## config.mk

```make
export PLATFORM = sky130hd
export DESIGN_NAME = dz_countdown_ctrl
export DESIGN_NICKNAME = d
export VERILOG_FILES = /design/src/rtl/dz_pkg.sv /design/src/rtl/dz_row_scan.sv /design/src/rtl/dz_countdown_ctrl.sv
export SDC_FILE = /design/constraint.sdc
export NUM_CORES = 1
export LEC_CHECK = 0
export ABC_AREA = 0
export ABC_CLOCK_PERIOD_IN_PS = 4600
export CORE_ASPECT_RATIO = 1.4
export CORE_MARGIN = 2
export CORE_UTILIZATION = 50
export CTS_BUF_LIST = sky130_fd_sc_hd__clkbuf_4 sky130_fd_sc_hd__clkbuf_8 sky130_fd_sc_hd__clkbuf_16
export DETAILED_ROUTE_END_ITERATION = 10
export HOLD_SLACK_MARGIN = 0.05
export PLACE_DENSITY = 0.77
export SLEW_MARGIN = 20
export SYNTH_ARGS = -nofsm -noshare
export SYNTH_HDL_FRONTEND = slang
export SYNTH_SLANG_ARGS = --single-unit
```

## constraint.sdc

```tcl
create_clock -name clk -period 4.6 [get_ports clk]
set_clock_uncertainty 0.15 [all_clocks]
set_input_delay 0.92 -clock clk [delete_from_list [all_inputs] [get_ports clk]]
set_output_delay 0.92 -clock clk [all_outputs]
set_load 0.02 [all_outputs]
```

## src/rtl/dz_pkg.sv

```systemverilog
// Shared types for the dot-matrix countdown: FSM states, colour codes and
// the digit-to-colour mapping used by the renderer.
package dz_pkg;

   typedef enum logic [1:0] {IDLE, RUN, PAUSE, DONE} state_t;

   localparam logic [1:0] COL_OFF = 2'b00;
   localparam logic [1:0] COL_RED = 2'b01;
   localparam logic [1:0] COL_GRN = 2'b10;
   localparam logic [1:0] COL_YEL = 2'b11;

   function automatic logic [1:0] color_of(input logic [2:0] n);
      logic [1:0] c;
      c = COL_OFF;
      if (n >= 3'd4)      c = COL_RED;
      else if (n >= 3'd2) c = COL_GRN;
      else                c = COL_YEL;
      return c;
   endfunction

endpackage

```

## src/rtl/dz_row_scan.sv

```systemverilog
// Free-running row scanner: one row every SCAN_DIV cycles, wrapping 7 -> 0,
// with the one-hot row select shared by renderer and matrix drivers.
module dz_row_scan #(
   parameter int SCAN_DIV = 1
) (
   input  logic       clk,
   input  logic       rst,
   output logic [2:0] row_idx,
   output logic [7:0] row_sel
);

   localparam int SW = (SCAN_DIV > 1) ? $clog2(SCAN_DIV) : 1;
   localparam logic [SW-1:0] SCAN_MAX = SW'(SCAN_DIV - 1);

   logic [SW-1:0] scan_cnt;

   always_ff @(posedge clk or posedge rst) begin
      if (rst) begin
         scan_cnt <= '0;
         row_idx  <= 3'd0;
      end else if (scan_cnt == SCAN_MAX) begin
         scan_cnt <= '0;
         row_idx  <= row_idx + 3'd1;
      end else begin
         scan_cnt <= scan_cnt + 1'b1;
      end
   end

   assign row_sel = 8'd1 << row_idx;

endmodule

```

## src/rtl/dz_countdown_ctrl.sv

```systemverilog
// Countdown sequencer for the dot-matrix digit: START_NUM down to 0, then a
// blink phase, plus the row scan shared with the renderer.
module dz_countdown_ctrl
   import dz_pkg::*;
#(
   parameter int TICK_DIV    = 1000,
   parameter int SCAN_DIV    = 1,
   parameter int START_NUM   = 5,
   parameter int BLINK_STEPS = 3
) (
   input  logic       clk,
   input  logic       rst,
   input  logic       start,
   input  logic       pause,
   input  logic       clear,
   output logic [2:0] num,
   output logic [1:0] color,
   output logic       blank,
   output logic [2:0] row_idx,
   output logic [7:0] row_sel,
   output logic       busy,
   output logic       done
);

   localparam int TW = $clog2(TICK_DIV);
   localparam int BW = $clog2(2 * BLINK_STEPS);
   localparam logic [TW-1:0] TICK_MAX  = TW'(TICK_DIV - 1);
   localparam logic [BW-1:0] BLINK_MAX = BW'(2 * BLINK_STEPS - 1);
   localparam logic [2:0]    NUM_INIT  = 3'(START_NUM);

   state_t        state, state_nxt;
   logic [TW-1:0] tick_cnt, tick_nxt;
   logic [BW-1:0] blink_cnt, blink_nxt;
   logic [2:0]    num_nxt;
   logic          blank_nxt, done_nxt;
   logic          tick_exp;

   assign tick_exp = (tick_cnt == TICK_MAX);

   always_comb begin
      state_nxt = state;
      num_nxt   = num;
      tick_nxt  = tick_cnt;
      blank_nxt = blank;
      blink_nxt = blink_cnt;
      done_nxt  = 1'b0;
      if (clear) begin
         state_nxt = IDLE;
         num_nxt   = NUM_INIT;
         tick_nxt  = '0;
         blank_nxt = 1'b0;
         blink_nxt = '0;
      end else if (start) begin
         state_nxt = RUN;
         num_nxt   = NUM_INIT;
         tick_nxt  = '0;
         blank_nxt = 1'b0;
         blink_nxt = '0;
      end else begin
         case (state)
            RUN: begin
               // a pause edge freezes the tick counter on that same edge
               if (pause) begin
                  state_nxt = PAUSE;
               end else if (tick_exp) begin
                  tick_nxt = '0;
                  num_nxt  = num - 3'd1;
                  if (num == 3'd1) begin
                     state_nxt = DONE;
                     done_nxt  = 1'b1;
                     blink_nxt = '0;
                  end
               end else begin
                  tick_nxt = tick_cnt + 1'b1;
               end
            end
            PAUSE: begin
               if (pause) state_nxt = RUN;
            end
            DONE: begin
               if (tick_exp) begin
                  tick_nxt  = '0;
                  blank_nxt = ~blank;
                  if (blink_cnt == BLINK_MAX) begin
                     state_nxt = IDLE;
                     blank_nxt = 1'b0;
                     num_nxt   = NUM_INIT;
                     blink_nxt = '0;
                  end else begin
                     blink_nxt = blink_cnt + 1'b1;
                  end
               end else begin
                  tick_nxt = tick_cnt + 1'b1;
               end
            end
            default: ;
         endcase
      end
   end

   always_ff @(posedge clk or posedge rst) begin
      if (rst) begin
         state     <= IDLE;
         num       <= NUM_INIT;
         tick_cnt  <= '0;
         blink_cnt <= '0;
         blank     <= 1'b0;
         busy      <= 1'b0;
         done      <= 1'b0;
      end else begin
         state     <= state_nxt;
         num       <= num_nxt;
         tick_cnt  <= tick_nxt;
         blink_cnt <= blink_nxt;
         blank     <= blank_nxt;
         busy      <= (state_nxt != IDLE);
         done      <= done_nxt;
      end
   end

   assign color = color_of(num);

   dz_row_scan #(
      .SCAN_DIV (SCAN_DIV)
   ) u_row_scan (
      .clk     (clk),
      .rst     (rst),
      .row_idx (row_idx),
      .row_sel (row_sel)
   );

endmodule

```

==> results.py, run 1 <==
metrics = {
    "outcome": {
        "outcome": "finished clean",
    },
    "placement": {
        "dp_hpwl_um": 2560,
        "gp_congestion": 0.867,
        "io_buffers": 23,
        "dpl.cell_count": 216,
    },
    "layout": {
        "nFillCells": 239,
        "multi_input_area_um2": 800,
        "layout-drive-gt1-share": 0.0765,
        "final_common_cell": "clkdlybuf4s50_1",
        "utilization": 0.625,
        "antenna_cells": 0,
        "layout_common_cells": "23 x clkdlybuf4s50_1, 22 x dfrtp_1, 13 x nand3_1",
        "areaGrowthSynthToFinish_pct": 20.1,
        "instances_no_fill": 220,
        "regArea_um2": 603,
        "num-nets-final": 199,
    },
    "worst_setup_path": {
        "critPathLaunchType": "flip-flop",
        "worstPathArrival_ns": 1.72,
        "cp.required_ns": 3.53,
        "path_max_fanout": 4,
        "worst-setup-path-type": "flip-flop to output pin",
        "crit_path_end_kind": "output pin",
    },
    "hold_path": {
        "min_path_type": "flip-flop to flip-flop",
    },
    "global_routing": {
        "first_global_vias": 1353,
        "grt_start_max_net_pins": 25,
        "antenna_found_initial": 0,
        "grt_usage": 0.227,
        "overflow": 0,
        "grt_pass1_wl_um": 5890,
    },
    "power_and_ir_drop": {
        "p_leak_uw": 0.000732,
        "power_density_nw_per_um2": 216,
        "peakVddDrop_v": 0.000239,
    },
    "sta": {
        "slew_viol_final": 0,
        "final.min_clock_period_ns": 2.79,
        "slew_headroom": 0.411,
        "finalCritPeriodShare": 0.607,
        "fin_hold_ws_ns": 0.353,
        "fin_setup_tns_ns": 0,
        "setup_viol": 0,
        "hold_viol_final": 0,
        "max_freq_ghz": 0.358,
        "rsz0062_at_grt": "no",
        "tightest_slew_ns": 0.882,
    },
    "floorplanning": {
        "core-area_um2": 2850,
        "ios": 24,
        "die_height_um": 68.4,
        "die_area_um2": 3420,
        "rows": 23,
        "die_w_um": 50.0,
        "start_util": 0.520,
    },
    "synthesis": {
        "synth_cells": 160,
        "synth_cell_types": 46,
        "ys_ff_latch": 24,
        "synth_fp_nets": 175,
        "synth_area_um2": 1480,
        "synth_area_leaders": "dfrtp_1 37%, ha_1 8.4%, nand3_1 4.4%",
        "synth_top_area_share": 0.372,
        "synthArstFlopShare": 1.00,
        "synth_ff_type": "dfrtp_1",
        "ys_warn_count": 0,
        "synth_area_leader_cell": "dfrtp_1",
        "synth_edf_count": 0,
        "synth-seq-area-share": 0.407,
        "synth_area_per_cell_um2": 9.26,
    },
    "drt": {
        "via_per_inst": 6.06,
        "ant_nets": 0,
        "drc": 0,
        "num_vias": 1333,
        "drt-pass1-iter-count": 4,
        "drt-total-wl_um": 3340,
        "post_drt_wl_per_cell_um": 15.2,
        "dr.first_iter.drc_count": 34,
    },
    "job": {
        "cap_violations": 0,
    },
    "cts": {
        "htreeDepth": 1,
        "clk_latency_ns": 0.27,
        "cts.sinks": 24,
        "cts_tree": "yes",
        "post_cts_resized": 0,
        "clkTransAtPathRegs_ns": 0.08,
        "clock_tree.root_cell": "clkbuf_8",
        "cts-hold-fix-buffers": 0,
        "postCtsSetupBuffers": 0,
        "cts_buffers": 3,
        "cts_buffer_depth": 2,
    },
}
[final timing paths]
path	slack (ns)	cells after the start	to	start
max	1.81	4	row_sel[2]	u_row_scan.row_idx[0]
min	0.35	1	blank	blank
max reg2reg	2.40	5	blink_cnt[1]	tick_cnt[0]
min reg2reg	0.35	1	blank	blank
max in group asynchronous	2.78	2	tick_cnt[0]	rst
min in group asynchronous	0.98	2	u_row_scan.row_idx[2]	rst
[synthesized netlist by cell type, types with 2 or more instances]
library cell / n
or4_1: 3
nor3_1: 4
a311oi_1: 2
nor4_1: 3
o21ai_0: 8
nor2_1: 7
nor2b_1: 3
a31oi_1: 2
nand2_1: 11
and4_1: 2
buf_6: 2
dfrtp_1: 22
inv_1: 12
a21oi_1: 9
nand4b_1: 2
nand4_1: 4
and3_1: 2
and2_1: 6
o31ai_1: 4
ha_1: 10
or3_1: 4
nand3_1: 13
dfstp_2: 2
[per-stage QoR]
step	setup slack, ns	power, µW	area (µm²)
after floorplan	2.47	235	1480
after global placement	1.76	244	1720
after detailed placement	1.67	246	1720
after CTS	1.77	389	1780
after global routing	1.69	398	1780
final	1.81	385	1780
[cell type report]
cell class	instances	share of cell area
Inverter	12	0.0253
Sequential cell	24	0.339
Multi-Input combinational cell	120	0.449
Tap cell	37	0.0260
Timing Repair Buffer	23	0.129
Clock buffer	4	0.0309
[worst max-delay path, stage by stage (launching register included)]
cell	delay, ns
dfrtp_1	0.41
inv_1	0.11
ha_1	0.17
nor2b_1	0.14
clkdlybuf4s50_1	0.62
[state kept, by name, indices dropped and copies added, names as in the netlist]
| name | cells |
|---|---|
| blink_cnt | 3 |
| blank | 1 |
| state | 2 |
| busy | 1 |
| tick_cnt | 10 |
| num | 3 |
| done | 1 |
| u_row_scan.row_idx | 3 |
[cell families after synthesis]
| logic type | Yosys count | share of synthesized area |
|---|---|---|
| flops | 24 | 0.407 |
| simple gates | 75 | 0.294 |
| compound gates | 33 | 0.149 |
| fa+ha+maj | 10 | 0.0845 |
| xor+xnor | 1 | 0.00591 |
| buf+inv | 16 | 0.0532 |
| mux | 1 | 0.00676 |
[where the power goes]
group	total [µW]	internal (µW)	switching [µW]
registers	216	213	3.26
clock network	143	76.5	66.5
logic	25.6	8.65	17.0
total	385	298	86.7
[layer usage]
metal  part of all wire  global-route usage  up-vias  wire length (µm)
li1                   -                   -      634                 -
met1               0.39               0.246      645              1290
met2               0.55               0.419       45              1840
met3              0.037              0.0262        9               123
met4              0.025               0.142        0                83
met5                  0                   0        -                 0
Note: power is estimated with default switching activity, not from simulation.
==> run 2, diff against run 1 <==
ABC_CLOCK_PERIOD_IN_PS = 2900   (was 4600)
clock period = 2.9 ns   (was 4.6 ns; I/O delays follow)
==> results.py, run 2 (synthesized netlist as in run 1, its figures left out) <==
metrics = {
    "power_and_ir_drop": {
        "p_leak_uw": 0.000741,
        "p_int_uw": 474,
        "power_frac_seq": 0.558,
        "switchingPower_uw": 139,
        "power_density_nw_per_um2": 342,
        "peakVddDrop_v": 0.000370,
        "switching_share": 0.227,
        "power_frac_clock": 0.372,
        "p_comb_frac": 0.070,
    },
    "layout": {
        "areaGrowthSynthToFinish_pct": 21.1,
        "regMostFlops": "tick_cnt",
        "nFillCells": 220,
        "antenna_cells": 0,
        "layout_common_cells": "23 x clkdlybuf4s50_1, 22 x dfrtp_1, 13 x nand3_1",
        "final_common_cell": "clkdlybuf4s50_1",
        "largest_reg_flops": 10,
        "fin_area_um2": 1790,
        "num-nets-final": 201,
        "layout-drive-gt1-share": 0.0865,
    },
    "placement": {
        "gp_congestion": 0.860,
        "io_buffers": 23,
        "dp_hpwl_um": 2450,
        "dpl-instance-area_um2": 1740,
    },
    "worst_setup_path": {
        "critPathLaunchType": "flip-flop",
        "cpPeakStageDelay_ns": 0.61,
        "timing.rr.end": "blink_cnt[1]",
        "r2r_cells": 4,
        "slowest_stage": "clkdlybuf4s50_1",
        "reg2reg_slack_ns": 0.66,
        "crit_path_start": "u_row_scan.row_idx[0]",
        "path_cells": "inv_1 > ha_1 > nor2b_1 > clkdlybuf4s50_1",
        "cp.required_ns": 2.17,
        "critPathTopFamily": "buffers and inverters",
        "critPathBufInv": 2,
        "path_max_fanout": 4,
        "worstPathArrival_ns": 1.70,
        "crit_path_end_kind": "output pin",
        "worst-setup-path-type": "flip-flop to output pin",
        "r2r_start": "tick_cnt[3]",
    },
    "global_routing": {
        "grt_usage": 0.220,
        "grt_start_max_net_pins": 25,
        "grt_pass1_wl_um": 5690,
        "antenna_found_initial": 0,
        "overflow": 0,
        "first_global_vias": 1374,
    },
    "drt": {
        "via_per_inst": 5.97,
        "drc": 0,
        "ant_nets": 0,
        "drt-total-wl_um": 3300,
        "num_vias": 1325,
        "post_drt_wl_per_cell_um": 14.9,
        "drt-pass1-iter-count": 4,
        "dr.first_iter.drc_count": 43,
    },
    "hold_path": {
        "hold_depth": 1,
        "hold_path_end": "blank",
        "min_path_type": "flip-flop to flip-flop",
        "hold_start": "blank",
    },
    "sta": {
        "finalCritPeriodShare": 0.839,
        "max_freq_ghz": 0.411,
        "fin_setup_tns_ns": 0,
        "final.min_clock_period_ns": 2.43,
        "rsz0062_at_grt": "no",
        "slew_headroom": 0.445,
        "slew_viol_final": 0,
        "hold_viol_final": 0,
        "tightest_slew_ns": 0.826,
        "setup_viol": 0,
        "fin_hold_ws_ns": 0.353,
    },
    "floorplanning": {
        "core-area_um2": 2850,
        "die_height_um": 68.4,
        "rows": 23,
        "die_w_um": 50.0,
        "die_area_um2": 3420,
        "ios": 24,
        "start_util": 0.520,
    },
    "cts": {
        "cts.sinks": 24,
        "cts_tree": "yes",
        "post_cts_resized": 0,
        "clk_latency_ns": 0.27,
        "cts_buffers": 3,
        "clock_tree.root_cell": "clkbuf_8",
        "htreeDepth": 1,
        "postCtsSetupBuffers": 0,
        "clkTransAtPathRegs_ns": 0.08,
        "cts-hold-fix-buffers": 0,
        "cts_buffer_depth": 2,
    },
    "outcome": {
        "outcome": "finished clean",
    },
    "job": {
        "cap_violations": 0,
    },
}
run 2: cell count changes in the layout (fill, tap and decap cells not counted):
cell,before,now
buf_4,0,2
run 2: power groups by stage:
stage               clock network (µW)  registers, µW  logic [µW]
global placement                     0            349        40.8
detailed placement                   0            349        42.9
finish                             228            343        42.9
CTS                                232            343        43.0
floorplan                            0            348        25.5
global route                       239            343        47.5
run 2: stage by stage:
stage,cells,util,total power [µW],worst slack (ns)
after floorplan,160,-,373,0.833
after global placement,218,0.610,390,0.420
after detailed placement,218,0.610,392,0.287
after CTS,222,0.630,618,0.437
after global routing,222,0.630,630,0.381
final,222,0.630,614,0.466
run 2: worst register-to-register path: cells and delay by family (launching register included):
family	cells	cell delay, ns
flops	1	0.47
simple gates	3	1.23
compound gates	1	0.29
run 2: final cells by class:
| cell class | instances | area [µm²] | share of cell area |
|---|---|---|---|
| Multi-Input combinational cell | 120 | 800 | 0.446 |
| Sequential cell | 24 | 603 | 0.336 |
| Clock buffer | 4 | 55.1 | 0.0307 |
| Inverter | 12 | 45.0 | 0.0251 |
| Tap cell | 37 | 46.3 | 0.0258 |
| Timing Repair Buffer | 25 | 245 | 0.137 |
run 2: worst max-delay path by stage:
stage                  endpoint  cells past startpoint
global route         row_sel[2]                      4
floorplan                  busy                      5
detailed placement  tick_cnt[6]                      5
global placement    tick_cnt[7]                      5
finish               row_sel[2]                      4
CTS                  row_sel[2]                      4
run 2: per-layer routing:
metal	routed length [µm]	share of wire	vias to the layer above	global-route usage
met1	1300	0.39	638	0.222
li1	-	-	634	-
met5	0	0	-	0
met2	1760	0.53	42	0.418
met4	140	0.042	0	0.153
met3	109	0.033	11	0.0240
